`src/rtl/kbd_pkg.sv`:
```
// Shared key codes, colour constants and state encoding
// for the keyboard-to-cell-register command sequencer.
package kbd_pkg;

  localparam logic [3:0] KEY_CLR   = 4'd0;
  localparam logic [3:0] KEY_COL_A = 4'd10;
  localparam logic [3:0] KEY_COL_B = 4'd11;
  localparam logic [3:0] KEY_COL_C = 4'd12;

  // {r[2:0], g[2:0], b[2:0]}
  localparam logic [8:0] RGB_A = 9'b111_011_111;
  localparam logic [8:0] RGB_B = 9'b000_111_000;
  localparam logic [8:0] RGB_C = 9'b001_111_111;

  typedef enum logic [1:0] {
    IDLE,
    SEL,
    PEND,
    CLR
  } state_t;

  function automatic logic [8:0] col_rgb(
    input logic [3:0] code
  );
    logic [8:0] rgb;
    rgb = '0;
    case (code)
      KEY_COL_A: rgb = RGB_A;
      KEY_COL_B: rgb = RGB_B;
      KEY_COL_C: rgb = RGB_C;
      default:   rgb = '0;
    endcase
    return rgb;
  endfunction

endpackage

```
`src/rtl/kbd_cell_ctrl_if.sv`:
```
// Key/vblank inputs and cell-register write bus of kbd_cell_ctrl.
// master: keyboard/VGA side; slave: the sequencer.
interface kbd_cell_ctrl_if;

  logic       key_valid;
  logic [3:0] key_code;
  logic       vblank;
  logic       wr_en;
  logic [3:0] wr_idx;
  logic [8:0] wr_rgb;
  logic [3:0] sel_cell;
  logic       busy;
  logic       err;

  modport master (
    output key_valid, key_code, vblank,
    input  wr_en, wr_idx, wr_rgb,
    input  sel_cell, busy, err
  );

  modport slave (
    input  key_valid, key_code, vblank,
    output wr_en, wr_idx, wr_rgb,
    output sel_cell, busy, err
  );

endinterface

```
`src/rtl/kbd_timer.sv`:
```
// Selection timer: clr/en counter, done at TIMEOUT_CYCLES-1.
// Ports: clk, rst, clr, en in; done out. Saturates at done.
module kbd_timer #(
  parameter int TIMEOUT_CYCLES = 25_000_000
) (
  input  logic clk,
  input  logic rst,
  input  logic clr,
  input  logic en,
  output logic done
);

  localparam int W =
    (TIMEOUT_CYCLES > 1) ? $clog2(TIMEOUT_CYCLES) : 1;
  localparam logic [W-1:0] LAST = W'(TIMEOUT_CYCLES - 1);

  logic [W-1:0] count;

  assign done = (count == LAST);

  // expiry is checked before increment, so never wraps
  always_ff @(posedge clk) begin
    if (rst) begin
      count <= '0;
    end else if (clr) begin
      count <= '0;
    end else if (en && !done) begin
      count <= count + W'(1);
    end
  end

endmodule

```
`src/rtl/kbd_cell_ctrl.sv`:
```
// Key-code sequencer: digit+colour writes and clear-all,
// writes deferred to vblank. Ports: clk, rst, bus (slave).
module kbd_cell_ctrl
  import kbd_pkg::*;
#(
  parameter int TIMEOUT_CYCLES = 25_000_000,
  parameter int NCELLS         = 9
) (
  input logic            clk,
  input logic            rst,
  kbd_cell_ctrl_if.slave bus
);

  state_t     state;
  logic [8:0] rgb_q;
  logic [3:0] clr_idx;
  logic       tmr_done;
  logic       tmr_clr;
  logic       tmr_en;
  logic       is_dig;
  logic       is_clr;
  logic       is_col;

  assign is_clr = (bus.key_code == KEY_CLR);
  assign is_dig = (bus.key_code >= 4'd1) &&
                  (bus.key_code <= 4'(NCELLS));
  assign is_col = (bus.key_code >= KEY_COL_A) &&
                  (bus.key_code <= KEY_COL_C);

  assign tmr_en  = (state == SEL);
  assign tmr_clr = bus.key_valid && is_dig &&
                   ((state == IDLE) || (state == SEL));

  kbd_timer #(
    .TIMEOUT_CYCLES(TIMEOUT_CYCLES)
  ) u_timer (
    .clk (clk),
    .rst (rst),
    .clr (tmr_clr),
    .en  (tmr_en),
    .done(tmr_done)
  );

  always_ff @(posedge clk) begin
    if (rst) begin
      state        <= IDLE;
      rgb_q        <= '0;
      clr_idx      <= 4'd1;
      bus.wr_en    <= 1'b0;
      bus.wr_idx   <= '0;
      bus.wr_rgb   <= '0;
      bus.sel_cell <= '0;
      bus.busy     <= 1'b0;
      bus.err      <= 1'b0;
    end else begin
      bus.wr_en <= 1'b0;
      bus.err   <= 1'b0;
      unique case (state)
        IDLE: begin
          if (bus.key_valid) begin
            unique case (1'b1)
              is_dig: begin
                bus.sel_cell <= bus.key_code;
                state        <= SEL;
              end
              is_clr: begin
                clr_idx  <= 4'd1;
                bus.busy <= 1'b1;
                state    <= CLR;
              end
              is_col:  bus.err <= 1'b1;
              default: ;
            endcase
          end
        end
        SEL: begin
          // any key beats a same-cycle expiry
          if (bus.key_valid) begin
            unique case (1'b1)
              is_dig: bus.sel_cell <= bus.key_code;
              is_col: begin
                rgb_q    <= col_rgb(bus.key_code);
                bus.busy <= 1'b1;
                state    <= PEND;
              end
              is_clr: begin
                bus.sel_cell <= '0;
                state        <= IDLE;
              end
              default: ;
            endcase
          end else if (tmr_done) begin
            bus.sel_cell <= '0;
            bus.err      <= 1'b1;
            state        <= IDLE;
          end
        end
        PEND: begin
          bus.err <= bus.key_valid;
          if (bus.vblank) begin
            bus.wr_en    <= 1'b1;
            bus.wr_idx   <= bus.sel_cell;
            bus.wr_rgb   <= rgb_q;
            bus.sel_cell <= '0;
            bus.busy     <= 1'b0;
            state        <= IDLE;
          end
        end
        CLR: begin
          bus.err <= bus.key_valid;
          if (bus.vblank) begin
            bus.wr_en  <= 1'b1;
            bus.wr_idx <= clr_idx;
            bus.wr_rgb <= '0;
            clr_idx    <= clr_idx + 4'd1;
            if (clr_idx == 4'(NCELLS)) begin
              bus.busy <= 1'b0;
              state    <= IDLE;
            end
          end
        end
        default: state <= IDLE;
      endcase
    end
  end

endmodule

```
`src/flat_wrapper.sv`:
```
// flat-port wrapper written by rule: the top's interface ports become plain ports
module kbd_cell_ctrl_flat import kbd_pkg::*;
#(
  parameter int TIMEOUT_CYCLES = 25_000_000,
  parameter int NCELLS         = 9
)
  (clk, rst, bus_key_valid, bus_key_code, bus_vblank, bus_wr_en, bus_wr_idx, bus_wr_rgb, bus_sel_cell, bus_busy, bus_err);
  kbd_cell_ctrl_if bus_i ();
  input logic clk;
  input logic rst;
  input wire logic [$bits(bus_i.key_valid)-1:0] bus_key_valid;
  input wire logic [$bits(bus_i.key_code)-1:0] bus_key_code;
  input wire logic [$bits(bus_i.vblank)-1:0] bus_vblank;
  output wire logic [$bits(bus_i.wr_en)-1:0] bus_wr_en;
  output wire logic [$bits(bus_i.wr_idx)-1:0] bus_wr_idx;
  output wire logic [$bits(bus_i.wr_rgb)-1:0] bus_wr_rgb;
  output wire logic [$bits(bus_i.sel_cell)-1:0] bus_sel_cell;
  output wire logic [$bits(bus_i.busy)-1:0] bus_busy;
  output wire logic [$bits(bus_i.err)-1:0] bus_err;
  assign bus_i.key_valid = bus_key_valid;
  assign bus_i.key_code = bus_key_code;
  assign bus_i.vblank = bus_vblank;
  assign bus_wr_en = bus_i.wr_en;
  assign bus_wr_idx = bus_i.wr_idx;
  assign bus_wr_rgb = bus_i.wr_rgb;
  assign bus_sel_cell = bus_i.sel_cell;
  assign bus_busy = bus_i.busy;
  assign bus_err = bus_i.err;
  kbd_cell_ctrl #(.TIMEOUT_CYCLES(TIMEOUT_CYCLES), .NCELLS(NCELLS)) u_core (.clk(clk), .rst(rst), .bus(bus_i));
endmodule
```
`config.mk`:
```
export PLATFORM = sky130hd
export DESIGN_NAME = kbd_cell_ctrl_flat
export DESIGN_NICKNAME = d
export VERILOG_FILES = /design/src/rtl/kbd_pkg.sv /design/src/rtl/kbd_cell_ctrl_if.sv /design/src/rtl/kbd_timer.sv /design/src/rtl/kbd_cell_ctrl.sv /design/src/flat_wrapper.sv
export SDC_FILE = /design/constraint.sdc
export NUM_CORES = 1
export LEC_CHECK = 0
export ABC_AREA = 1
export ABC_CLOCK_PERIOD_IN_PS = 5300
export CORE_MARGIN = 3
export CORE_UTILIZATION = 40
export DETAILED_ROUTE_END_ITERATION = 8
export DONT_BUFFER_PORTS = 1
export PLACE_DENSITY = 0.53
export SYNTH_ARGS = -nofsm -noshare
export SYNTH_HDL_FRONTEND = slang
export SYNTH_HIERARCHICAL = 1
export SYNTH_SLANG_ARGS = --single-unit
```
`constraint.sdc`:
```
create_clock -name clk -period 5.3 [get_ports clk]
set_clock_uncertainty 0.15 [all_clocks]
set_input_delay 1.325 -clock clk [delete_from_list [all_inputs] [get_ports clk]]
set_output_delay 1.325 -clock clk [all_outputs]
set_load 0.005 [all_outputs]
```
==> results_dict.tcl <==
set metrics [dict create \
    powerDensity_nw_per_um2 346 \
    synth_edf_count 0 \
    drc 0 \
    placed_area_um2 2960 \
    yosysMostFrequentCell "nand2_1" \
    arrival_ps 2750 \
    relSlewSlack 0.564 \
    firstDrtPassIters 5 \
    ff2ff_path_depth 7 \
    synthCells 447 \
    peakVddDrop_v 0.000221 \
    yosys_warnings 6 \
    postLayoutCoreUtil 0.441 \
    grt_pass1_wl_um 11600 \
    post_drt_wl_per_cell_um 13.3 \
    initial_utilization 0.424 \
    synth.avg_cell_area_um2 6.58 \
    cts-buffers-inserted 5 \
    netlist.area_leader.share 0.340 \
    maxCapViolations 0 \
    fin_total_pwr_mw 1.06 \
    whs_ps 304 \
    via_per_inst 4.97 \
    p_leak_nw 1.21 \
    grt-ovfl-total 0 \
    finalHoldViolations 0 \
    drtIter0Drc 140 \
    r2r_slack_ps 2900 \
    htreeDepth 2 \
    clockBufferDepth 2 \
    vias 2672 \
    r2r-start "u_core/state[1]$_SDFFE_PP0P_" \
    core_um2 6940 \
    synthTopCellsByArea "dfxtp_1 34%, nand2_1 14%, nor2_1 8.7%" \
    root_buffer "clkbuf_8" \
    clk_pin_slew_ps 110 \
    finalSetupViolCount 0 \
    synthTopCellsByCount "110 x nand2_1, 68 x nor2_1, 50 x dfxtp_1" \
    cts_resized 0 \
    ys_seq_elements 50 \
    fmax_ghz 0.377 \
    rsz0062_at_grt "false" \
    drt-total-wl_um 7160 \
    port_buffers 0 \
    synth_area_um2 2940 \
    clk_latency_ps 320 \
    synth_top_cell_by_area "dfxtp_1" \
    start_kind "input pin" \
    required_ps 5400 \
    slew_viol_final 0 \
    synth_nets 462 \
    critPathKind "input pin to register" \
    crit_start "bus_key_code[3]" \
    rows 30 \
    area_delta_synth_final_pct 3.95 \
    dieWidth_um 91.8 \
    ant_nets 0 \
    fin_crit_ps 2650 \
    first_global_vias 2320 \
    rr_endpoint "u_core/u_timer/count[14]$_SDFFE_PP0P_" \
    end_kind "register" \
    cts.sinks 50 \
    async_flop_share 0 \
    cts_hold_buf 0 \
    cts_tree "done" \
    min_period_over_period 0.500 \
    tns_ps 0 \
    layout-drive-gt1-share 0.0950 \
    die_y_um 91.8 \
    nNetsFinal 456 \
    grt_usage 0.171 \
    yosysSeqAreaShare 0.340 \
    cts_setup_buffers 0 \
    synth.distinct_cells 34 \
    run_status "finished, final reports clean" \
    num_antenna_cells 0 \
    worst-path-max-fanout 9 \
    antenna_found_initial 0 \
    stdcell_area_um2 3060 \
    grt_max_degree 19 \
    design.die.area_um2 8420 \
    io_pins 28 \
    hp-class "register to register" \
    dp_hpwl_um 5450 \
    cp-endpoint "u_core/u_timer/count[14]$_SDFFE_PP0P_" \
    synth_ff_type "dfxtp_1" \
    gp_congestion 0.872 \
    worst_slew_pin_slew_ps 654 \
    worstHoldPathCells 2 \
]
cell type report:
class	instances	area, um^2
fillers	739	3880
multi-input cells	327	1620
flip-flops and latches	50	1000
inverters	56	211
well taps	96	120
clock buffers	5	68.8
clock inverters	3	26.3
repair buffers	1	7.51
layout by cell type, fill, tap and decap left out, types with 3 or more instances in the layout:
master / Yosys / routed
nand2_1: 110 / 110
nor2_1: 68 / 68
dfxtp_1: 50 / 50
inv_1: 48 / 48
nand3_1: 36 / 36
a21oi_1: 28 / 28
o21ai_0: 15 / 15
nand4_1: 12 / 12
nand2_2: 8 / 8
a31oi_1: 7 / 7
ha_1: 7 / 7
inv_2: 6 / 6
xor2_1: 6 / 6
nor2_4: 6 / 6
clkbuf_8: 0 / 5
nor2_2: 5 / 5
nor3_1: 4 / 4
nand3_2: 3 / 3
flip-flops by register name (all words and copies together) (netlist names):
name / count
u_core/bus.wr_en: 1
u_core/bus.err: 1
u_core/clr_idx: 4
u_core/bus.busy: 1
u_core/u_timer/count: 25
u_core/bus.wr_rgb: 4
u_core/bus.sel_cell: 4
u_core/bus.wr_idx: 4
u_core/state: 2
u_core/rgb_q: 4
routing by layer:
metal / GRT usage / wire (um) / part of all wire
met3: 0.0353 / 249 / 0.035
met2: 0.253 / 2990 / 0.42
met4: 0.0371 / 72 / 0.010
met1: 0.256 / 3840 / 0.54
met5: 0 / 0 / 0
how the worst min path moves through the flow:
stage / startpoint / endpoint / slack (ps)
2_1_floorplan: u_core/rgb_q[4]$_SDFFE_PP0P_ / u_core/rgb_q[4]$_SDFFE_PP0P_ / 290
3_3_place_gp: u_core/rgb_q[4]$_SDFFE_PP0P_ / u_core/rgb_q[4]$_SDFFE_PP0P_ / 290
3_5_place_dp: u_core/rgb_q[4]$_SDFFE_PP0P_ / u_core/rgb_q[4]$_SDFFE_PP0P_ / 290
4_1_cts: u_core/rgb_q[4]$_SDFFE_PP0P_ / u_core/rgb_q[4]$_SDFFE_PP0P_ / 310
5_1_grt: u_core/rgb_q[4]$_SDFFE_PP0P_ / u_core/rgb_q[4]$_SDFFE_PP0P_ / 340
6_report: u_core/rgb_q[4]$_SDFFE_PP0P_ / u_core/rgb_q[4]$_SDFFE_PP0P_ / 300
report_power, final:
| part | internal [mW] | switching (mW) | total, mW |
|---|---|---|---|
| sequential | 0.421 | 0.0388 | 0.460 |
| combinational | 0.109 | 0.245 | 0.354 |
| clock | 0.0976 | 0.148 | 0.246 |
metrics by stage:
stage	setup WS, ps	instances
final	2650	538
after global routing	2460	538
after CTS	2660	538
after detailed placement	2340	530
after global placement	2380	530
after floorplan	2660	447
cells by family after synthesis:
logic type,after synthesis,share of synthesized area
and+or+nand+nor,258,0.401
DFF,50,0.340
AOI/OAI and AO/OA,55,0.100
buffers and inverters,70,0.108
adders and majority gates,7,0.0298
xor gates and xnor gates,7,0.0208
critical path, stage by stage:
cell,delay [ps]
nor2_1,160
nand2_1,100
nand2_1,120
nor2_1,50
nor2_1,360
clkinv_1,380
nor3_1,250
Note: power is estimated with default switching activity, not from simulation.
